`config.mk`:
```
export PLATFORM = sky130hd
export DESIGN_NAME = mem_pipe_stage
export DESIGN_NICKNAME = d
export VERILOG_FILES = /design/src/rtl/mem_pipe_stage.sv
export SDC_FILE = /design/constraint.sdc
export NUM_CORES = 1
export LEC_CHECK = 0
export CAP_MARGIN = 10
export CORE_AREA = 2 2 204 206
export DETAILED_ROUTE_END_ITERATION = 6
export DIE_AREA = 0 0 206 208
export SETUP_SLACK_MARGIN = 0.4
export SKIP_LAST_GASP = 1
export SLEW_MARGIN = 20
export SYNTH_ARGS = -nofsm -noshare
export SYNTH_HDL_FRONTEND = slang
export SYNTH_SLANG_ARGS = --single-unit
```
`constraint.sdc`:
```
create_clock -name clk -period 5.2 [get_ports clk]
set_input_delay 1.56 -clock clk [delete_from_list [all_inputs] [get_ports clk]]
set_output_delay 1.56 -clock clk [all_outputs]
set_load 0.1 [all_outputs]
```
`src/rtl/mem_pipe_stage.sv`:
```
`default_nettype none
// ============================================================================
// Module  : mem_pipe_stage
// Brief   : EX->MEM pipeline register with valid/ready handshake, flush and
//           registered load/store address-exception classification.
// Revision: 1.0 - initial release
// ============================================================================
module mem_pipe_stage #(
    parameter int unsigned SB_W        = 160,
    parameter logic [31:0] DM_TOP      = 32'h2fff,
    parameter logic [31:0] DEV0_BASE   = 32'h7f00,
    parameter logic [31:0] DEV1_BASE   = 32'h7f10,
    parameter int unsigned DEV_RD_SPAN = 12,
    parameter int unsigned DEV_WR_SPAN = 8
) (
    input  logic            clk,
    input  logic            reset,
    input  logic            flush,
    input  logic            in_valid,
    output logic            in_ready,
    input  logic [31:0]     in_ir,
    input  logic [31:0]     in_pc,
    input  logic [31:0]     in_addr,
    input  logic [SB_W-1:0] in_sb,
    input  logic [4:0]      in_exc,
    output logic            out_valid,
    input  logic            out_ready,
    output logic [31:0]     out_ir,
    output logic [31:0]     out_pc,
    output logic [31:0]     out_addr,
    output logic [SB_W-1:0] out_sb,
    output logic [4:0]      out_exc
);

    localparam logic [5:0] c_OP_LB  = 6'h20;
    localparam logic [5:0] c_OP_LH  = 6'h21;
    localparam logic [5:0] c_OP_LW  = 6'h23;
    localparam logic [5:0] c_OP_LBU = 6'h24;
    localparam logic [5:0] c_OP_LHU = 6'h25;
    localparam logic [5:0] c_OP_SB  = 6'h28;
    localparam logic [5:0] c_OP_SH  = 6'h29;
    localparam logic [5:0] c_OP_SW  = 6'h2b;

    localparam logic [4:0] c_EXC_NONE = 5'd0;
    localparam logic [4:0] c_EXC_ADEL = 5'd4;
    localparam logic [4:0] c_EXC_ADES = 5'd5;

    localparam logic [31:0] c_DEV0_RD_LAST = DEV0_BASE + 32'(DEV_RD_SPAN) - 32'd1;
    localparam logic [31:0] c_DEV1_RD_LAST = DEV1_BASE + 32'(DEV_RD_SPAN) - 32'd1;
    localparam logic [31:0] c_DEV0_WR_LAST = DEV0_BASE + 32'(DEV_WR_SPAN) - 32'd1;
    localparam logic [31:0] c_DEV1_WR_LAST = DEV1_BASE + 32'(DEV_WR_SPAN) - 32'd1;

    typedef enum logic [0:0] {
        ST_RUN    = 1'b0,
        ST_SQUASH = 1'b1
    } state_t;

    state_t          r_state;
    logic            r_valid;
    logic [31:0]     r_ir;
    logic [31:0]     r_pc;
    logic [31:0]     r_addr;
    logic [SB_W-1:0] r_sb;
    logic [4:0]      r_exc;

    logic [5:0]  w_op;
    logic        w_is_load;
    logic        w_is_store;
    logic        w_is_word;
    logic        w_is_half;
    logic        w_misaligned;
    logic        w_in_dm;
    logic        w_in_dev_rd;
    logic        w_in_dev_wr;
    logic        w_in_dev;
    logic        w_addr_ok;
    logic [4:0]  w_local_exc;
    logic [4:0]  w_cap_exc;
    logic        w_in_ready;
    logic        w_accept;
    logic        w_drain;
    logic        w_squash;

    assign w_op = in_ir[31:26];

    always_comb begin
        w_is_load  = 1'b0;
        w_is_store = 1'b0;
        w_is_word  = 1'b0;
        w_is_half  = 1'b0;
        case (w_op)
            c_OP_LW:           begin w_is_load  = 1'b1; w_is_word = 1'b1; end
            c_OP_LH, c_OP_LHU: begin w_is_load  = 1'b1; w_is_half = 1'b1; end
            c_OP_LB, c_OP_LBU: begin w_is_load  = 1'b1; end
            c_OP_SW:           begin w_is_store = 1'b1; w_is_word = 1'b1; end
            c_OP_SH:           begin w_is_store = 1'b1; w_is_half = 1'b1; end
            c_OP_SB:           begin w_is_store = 1'b1; end
            default:           ;
        endcase
    end

    assign w_misaligned = (w_is_word && (in_addr[1:0] != 2'b00)) ||
                          (w_is_half && in_addr[0]);
    assign w_in_dm      = (in_addr <= DM_TOP);
    assign w_in_dev_rd  = ((in_addr >= DEV0_BASE) && (in_addr <= c_DEV0_RD_LAST)) ||
                          ((in_addr >= DEV1_BASE) && (in_addr <= c_DEV1_RD_LAST));
    assign w_in_dev_wr  = ((in_addr >= DEV0_BASE) && (in_addr <= c_DEV0_WR_LAST)) ||
                          ((in_addr >= DEV1_BASE) && (in_addr <= c_DEV1_WR_LAST));
    // Device registers only decode full-word accesses.
    assign w_in_dev     = w_is_word && (w_is_load ? w_in_dev_rd : w_in_dev_wr);
    assign w_addr_ok    = !w_misaligned && (w_in_dm || w_in_dev);
    assign w_local_exc  = w_addr_ok  ? c_EXC_NONE :
                          w_is_load  ? c_EXC_ADEL :
                          w_is_store ? c_EXC_ADES : c_EXC_NONE;
    assign w_cap_exc    = (in_exc != c_EXC_NONE) ? in_exc : w_local_exc;

    assign w_in_ready = !r_valid || out_ready;
    assign w_accept   = in_valid && w_in_ready;
    assign w_drain    = r_valid && out_ready;
    // An instruction entering as an exception leaves is already younger than it.
    assign w_squash   = (r_state == ST_SQUASH) || (w_drain && (r_exc != c_EXC_NONE));

    always_ff @(posedge clk) begin
        if (reset) begin
            r_state <= ST_RUN;
            r_valid <= 1'b0;
            r_ir    <= '0;
            r_pc    <= '0;
            r_addr  <= '0;
            r_sb    <= '0;
            r_exc   <= '0;
        end else if (flush) begin
            r_state <= ST_RUN;
            r_valid <= 1'b0;
            r_ir    <= '0;
            r_exc   <= '0;
        end else begin
            if ((r_state == ST_RUN) && w_drain && (r_exc != c_EXC_NONE)) begin
                r_state <= ST_SQUASH;
            end
            if (w_accept) begin
                r_valid <= 1'b1;
                r_ir    <= w_squash ? 32'd0 : in_ir;
                r_pc    <= in_pc;
                r_addr  <= in_addr;
                r_sb    <= in_sb;
                r_exc   <= w_squash ? c_EXC_NONE : w_cap_exc;
            end else if (w_drain) begin
                r_valid <= 1'b0;
            end
        end
    end

    assign in_ready  = w_in_ready;
    assign out_valid = r_valid;
    assign out_ir    = r_ir;
    assign out_pc    = r_pc;
    assign out_addr  = r_addr;
    assign out_sb    = r_sb;
    assign out_exc   = r_exc;

endmodule
`default_nettype wire

```
==> key figures, run 1 <==
Global route
  • Vias in the first global route: 9,183
  • Largest net degree at the start of global routing: 122
  • Tot GR Track Use: 0.149
  • Initial antenna violation count: 0
  • Overflow after GRT: 0
  • First-pass GRT wire length: 50.8 mm

Placed design
  • I/O Buffers: 528
  • Worst slack at placement: 1.13 ns
  • Area after DPL: 14,900 um^2
  • GP Congestion: 0.832
  • DP HPWL: 24.9 mm

Clock network
  • Root buffer cell: clkbuf_16
  • Num CTS Buffers: 29
  • Cts repair resizes: 0
  • H-tree lvl count: 1
  • Clk_lat worst skew: 0.56 ns
  • Clock tree from TritonCTS: yes
  • Hold_buf cts: 0
  • Clock transition at path regs: 0.06 ns
  • Maximum root-to-sink buffer count: 3
  • Setup bufs post-CTS: 0
  • CTS Sinks: 263

Cells and area
  • Commonest non-fill, non-tap cells in the layout: 526 x clkdlybuf4s50_1, 452 x nand2_1, 263 x dfxtp_1
  • Post-route cell area: 16,000 um^2
  • Share of cells above drive strength 1: 0.0425
  • Final net count: 1,890
  • ANT cells: 0
  • Commonest non-fill, non-tap cell in the layout: clkdlybuf4s50_1
  • Area delta synth->final: 74.4%

Logic synthesis
  • Top post-synthesis cells by area: dfxtp_1 58%, nand2_1 19%, a21oi_1 12%
  • Syn nets: 1,405
  • Synth cell types: 33
  • Top_reg_cell synth: dfxtp_1
  • Share of flip-flops with an asynchronous set or reset: 0
  • Seq/Total Area, Yosys: 0.575
  • Synthesized area per cell: 8.04 um^2
  • Post-Syn Instances: 1,139
  • Yosys top cell area share: 0.575
  • EDFF count, synth: 0
  • Flops & latches, synth: 263
  • Synth area leader: dfxtp_1
  • Syn. warnings: 0
  • Cell area after synthesis: 9160 um^2

STA
  • RSZ-0062 raised after global routing: false
  • Final period util: 0.787
  • Worst setup margin: 1.11 ns
  • Max Transition Viols Final: 0
  • Clk_skew: 0.0162 ns
  • Final setup viols: 0
  • Fmax: 244 MHz
  • Setup TNS: 0 ns
  • Worst Max-Slew Pin Slew: 1.13 ns
  • Slew headroom: 0.245
  • Fin. Hold Viols: 0
  • Fin crit period: 4.09 ns

Floorplanning
  • Core area: 40,600 um^2
  • Die Y: 208 um
  • Die Span X: 206 um
  • Starting Density: 0.226
  • IO Count: 529
  • Core Rows: 74
  • Full die area: 42,800 um^2

Detailed routing
  • Initial drt markers: 436
  • Routed via count: 9,491
  • Wirelength per Cell: 15.8 um
  • 1st-pass router iterations: 5
  • Vias per inst: 4.36
  • Detailed Route WL: 34.5 mm
  • DRT antenna net count: 0
  • # DRC: 0

Worst setup path
  • Critical Path AT: 2.53 ns
  • CP Class: primary input to output port
  • Worst path required time: 3.64 ns
  • Worst setup SP type: primary input
  • Critical-path maximum fanout: 3
  • CP max stage cell: clkdlybuf4s50_1
  • CP bufs+invs: 2
  • CP cell instances: clkdlybuf4s50_1, nand2b_1, buf_4
  • Worst Setup End Kind: output port
  • Crit path max-delay family: buffers and inverters
  • Critical Path Max Stage Delay: 0.49 ns

Power and ir drop
  • Worst vdd ir: 0.000292 V
  • Power per cell area: 358 nW/um^2
  • Leak pwr: 5.69 nW

Min path
  • Hold Crit Class: flip-flop to flip-flop

Outcome
  • Status: completed

Flow run
  • Total of max-cap violations: 0
[logic make-up after synthesis]
family | Yosys count | synth area share
buffers and inverters | 88 | 0.0424
AO/OA/AOI/OAI | 274 | 0.165
flip-flops | 263 | 0.575
AND/OR/NAND/NOR | 514 | 0.218
[cell type report]
class,instances,area [um^2]
tap,532,666
fill,4149,24600
sequential,263,5270
inverter,1,3.75
clock buffer,44,882
timing repair buffer,541,5460
multi-input combinational,788,3520
clock inverter,9,180
[sequential cells by signal, indices dropped and copies added (netlist names)]
name and cells:
out_sb 160, out_addr 32, out_ir 32, out_pc 32
out_exc 5, out_valid 1, r_state 1
[power by group]
group | total, W | internal [W] | switching, W | leakage (nW)
clock network | 0.00226 | 0.00141 | 0.000843 | 0.519
logic | 0.00130 | 0.000394 | 0.000910 | 3.02
registers | 0.00215 | 0.00211 | 0.0000453 | 2.15
[worst paths after layout]
| path | slack, ns | from | to | cells past startpoint |
|---|---|---|---|---|
| max | 1.11 | out_ready | in_ready | 3 |
| min | 0.45 | out_sb[58]$_SDFFE_PP0P_ | out_sb[58]$_SDFFE_PP0P_ | 2 |
| max reg2reg | 3.04 | out_exc[0]$_SDFFE_PP0P_ | out_exc[2]$_SDFFE_PP0P_ | 6 |
| min reg2reg | 0.45 | out_sb[58]$_SDFFE_PP0P_ | out_sb[58]$_SDFFE_PP0P_ | 2 |
[synth_stat cells (2+ instances only)]
master    count
nand2b_1      3
nand4_1       4
o22ai_1       2
nand2_1     452
nor3_1        3
a22oi_1      37
buf_1         3
nor2_1       39
a21oi_1     226
nor4_1        4
dfxtp_1     263
buf_2        40
buf_4         2
clkbuf_1     42
[metal layers]
metal  wire, um  vias up  global-route usage
met5          0        -                   0
met4       1090        0              0.0564
met3       3270       64              0.0489
met2      16400      361               0.256
met1      13800     4371               0.171
li1           -     4695                   -
[worst register-to-register path, cell delays in order (launching register included)]
cell and delay, ns:
dfxtp_1 0.34, nor3_1 0.40, nand3_1 0.20, a211oi_4 0.44
buf_4 0.41, o2111ai_1 0.18, o22ai_1 0.12
[per-stage QoR]
step	util	instances	total power (W)	hold WS, ns
finish	0.394	2178	0.00571	0.453
global route	0.394	2178	0.00592	0.467
global placement	0.368	2125	0.00349	0.441
floorplan	-	1139	0.00304	0.457
detailed placement	0.368	2125	0.00350	0.446
CTS	0.394	2178	0.00578	0.453
Power figures use the tool's default switching activity.
==> run 2, diff against run 1 <==
--- a/config.mk
+++ b/config.mk
@@ -6,9 +6,9 @@
 export NUM_CORES = 1
 export LEC_CHECK = 0
 export CAP_MARGIN = 10
-export CORE_AREA = 2 2 204 206
+export CORE_AREA = 2 2 205 207
 export DETAILED_ROUTE_END_ITERATION = 6
-export DIE_AREA = 0 0 206 208
+export DIE_AREA = 0 0 207 209
 export SETUP_SLACK_MARGIN = 0.4
 export SKIP_LAST_GASP = 1
 export SLEW_MARGIN = 20
==> constraint.sdc (replaced) <==
create_clock -name clk -period 3.51 [get_ports clk]
set_input_delay 1.053 -clock clk [delete_from_list [all_inputs] [get_ports clk]]
set_output_delay 1.053 -clock clk [all_outputs]
set_load 0.1 [all_outputs]
==> run 2 against run 1 <==
Against the previous run:
- cell count grew 1.1%
- sequential power grew 49%
- clock power grew 39%
- wire length grew 1.3%
- power grew 45%
- sequential share of layout area grew 1.1 points
- first-iteration DRC count grew 36%
- combinational power grew 47%
- final area shrank 3.1%
==> key figures, run 2 (same netlist as run 1, synthesis figures left out) <==
Cells and area
  • Commonest non-fill, non-tap cell in the layout: nand2_1
  • Post-route cell area: 15,500 um^2
  • Share of cells above drive strength 1: 0.208
  • Area delta synth->final: 69.0%
  • Final net count: 1,909
  • Multi-input gate area: 3520 um^2
  • Max reg flops: 160
  • ANT cells: 0
  • Commonest non-fill, non-tap cells in the layout: 452 x nand2_1, 280 x buf_4, 264 x clkdlybuf4s50_1
  • FF+latch area: 5270 um^2
  • Fillers: 4,219

Detailed routing
  • Wirelength per Cell: 15.9 um
  • 1st-pass router iterations: 5
  • Initial drt markers: 593
  • # DRC: 0
  • Vias per inst: 4.35
  • DRT antenna net count: 0
  • Detailed Route WL: 35.0 mm
  • Routed via count: 9,572

Power and ir drop
  • Comb pwr share: 0.232
  • Sequential power share: 0.387
  • Psw: 0.00266 W
  • Worst vdd ir: 0.000388 V
  • Switching Share: 0.322
  • Pint: 0.00560 W
  • Leak pwr: 6.26 nW
  • Power per cell area: 534 nW/um^2
  • Clock power share: 0.382

Clock network
  • Hold_buf cts: 0
  • Cts repair resizes: 0
  • Root buffer cell: clkbuf_16
  • Clk_lat worst skew: 0.56 ns
  • CTS Sinks: 263
  • Maximum root-to-sink buffer count: 3
  • H-tree lvl count: 1
  • Clock transition at path regs: 0.05 ns
  • Setup bufs post-CTS: 0
  • Clock tree from TritonCTS: yes
  • Num CTS Buffers: 31

Floorplanning
  • Starting Density: 0.222
  • Core Rows: 75
  • Core area: 41,300 um^2
  • Die Y: 209 um
  • Die Span X: 207 um
  • Full die area: 43,300 um^2
  • IO Count: 529

Min path
  • Hold Crit Class: flip-flop to flip-flop

Global route
  • Overflow after GRT: 0
  • Largest net degree at the start of global routing: 133
  • Initial antenna violation count: 1
  • Tot GR Track Use: 0.151
  • Vias in the first global route: 9,215
  • First-pass GRT wire length: 52.9 mm

STA
  • RSZ-0062 raised after global routing: false
  • Final period util: 0.869
  • Clk_skew: 0.0152 ns
  • Max Transition Viols Final: 0
  • Final setup viols: 0
  • Slew headroom: 0.476
  • Fin. Hold Viols: 0
  • Fin crit period: 3.05 ns
  • Fmax: 328 MHz
  • Worst Max-Slew Pin Slew: 0.786 ns
  • Setup TNS: 0 ns
  • Hold_ws: 0.453 ns

Worst setup path
  • CP Class: primary input to output port
  • Worst setup SP type: primary input
  • Critical Path AT: 2.00 ns
  • Worst Setup End Kind: output port
  • CP max stage cell: clkdlybuf4s50_1
  • Critical Path Max Stage Delay: 0.52 ns
  • Worst path required time: 2.46 ns
  • Critical-path maximum fanout: 3
  • CP cell instances: clkdlybuf4s50_1, nand2b_1, buf_12

Placed design
  • DP HPWL: 25.9 mm
  • I/O Buffers: 528
  • Area after DPL: 14,500 um^2
  • GP Congestion: 0.806

Outcome
  • Status: completed

Flow run
  • Total of max-cap violations: 0
## run 2: cell count changes in the layout (fill, tap and decap cells not counted), sizes merged
cell           before  now
inv                 3    1
clkdlybuf4s50     526  264
clkinvlp            1    2
buf                15  294
clkbuf             44   47
bufinv              5    2
## run 2: layer usage
metal	wire length, um	GRT usage	vias up	part of all wire
met5	13	0	-	0.00037
met4	900	0.0493	2	0.026
met3	2390	0.0361	55	0.068
met2	17500	0.265	350	0.50
met1	14100	0.181	4436	0.40
li1	-	-	4729	-
## run 2: area by class of cell
class,instances,area share
Timing Repair Buffer,558,0.324
Multi-Input combinational cell,788,0.227
Clock inverter,5,0.00518
Sequential cell,263,0.340
Clock buffer,47,0.0592
Tap cell,539,0.0436
Inverter,1,0.000243
## run 2: final timing paths
check / start / endpoint / slack (ns) / depth (start not counted)
setup / recovery: out_ready / in_ready / 0.46 / 3
hold / removal: out_sb[58]$_SDFFE_PP0P_ / out_sb[58]$_SDFFE_PP0P_ / 0.45 / 2
setup reg to reg: out_exc[4]$_SDFFE_PP0P_ / out_ir[10]$_SDFFE_PP0P_ / 1.53 / 6
hold reg to reg: out_sb[58]$_SDFFE_PP0P_ / out_sb[58]$_SDFFE_PP0P_ / 0.45 / 2
## run 2: worst max-delay path: cells and delay by family
kind,cells,cell delay (ns)
buf+inv,2,0.72
simple gates,1,0.22
## run 2: metrics by stage
step	power (W)	utilization	cells	setup slack, ns
5_1_grt	0.00858	0.375	2201	0.423
6_report	0.00826	0.375	2201	0.460
3_5_place_dp	0.00518	0.351	2149	0.462
4_1_cts	0.00838	0.375	2201	0.468
2_1_floorplan	0.00451	-	1139	0.429
3_3_place_gp	0.00517	0.351	2149	0.493
## run 2: power groups by stage
stage | Combinational, W | Clock, W | Sequential (W)
floorplan | 0.000305 | 0 | 0.00420
global placement | 0.00191 | 0 | 0.00325
detailed placement | 0.00192 | 0 | 0.00326
CTS | 0.00193 | 0.00326 | 0.00320
global route | 0.00200 | 0.00337 | 0.00321
finish | 0.00191 | 0.00315 | 0.00320
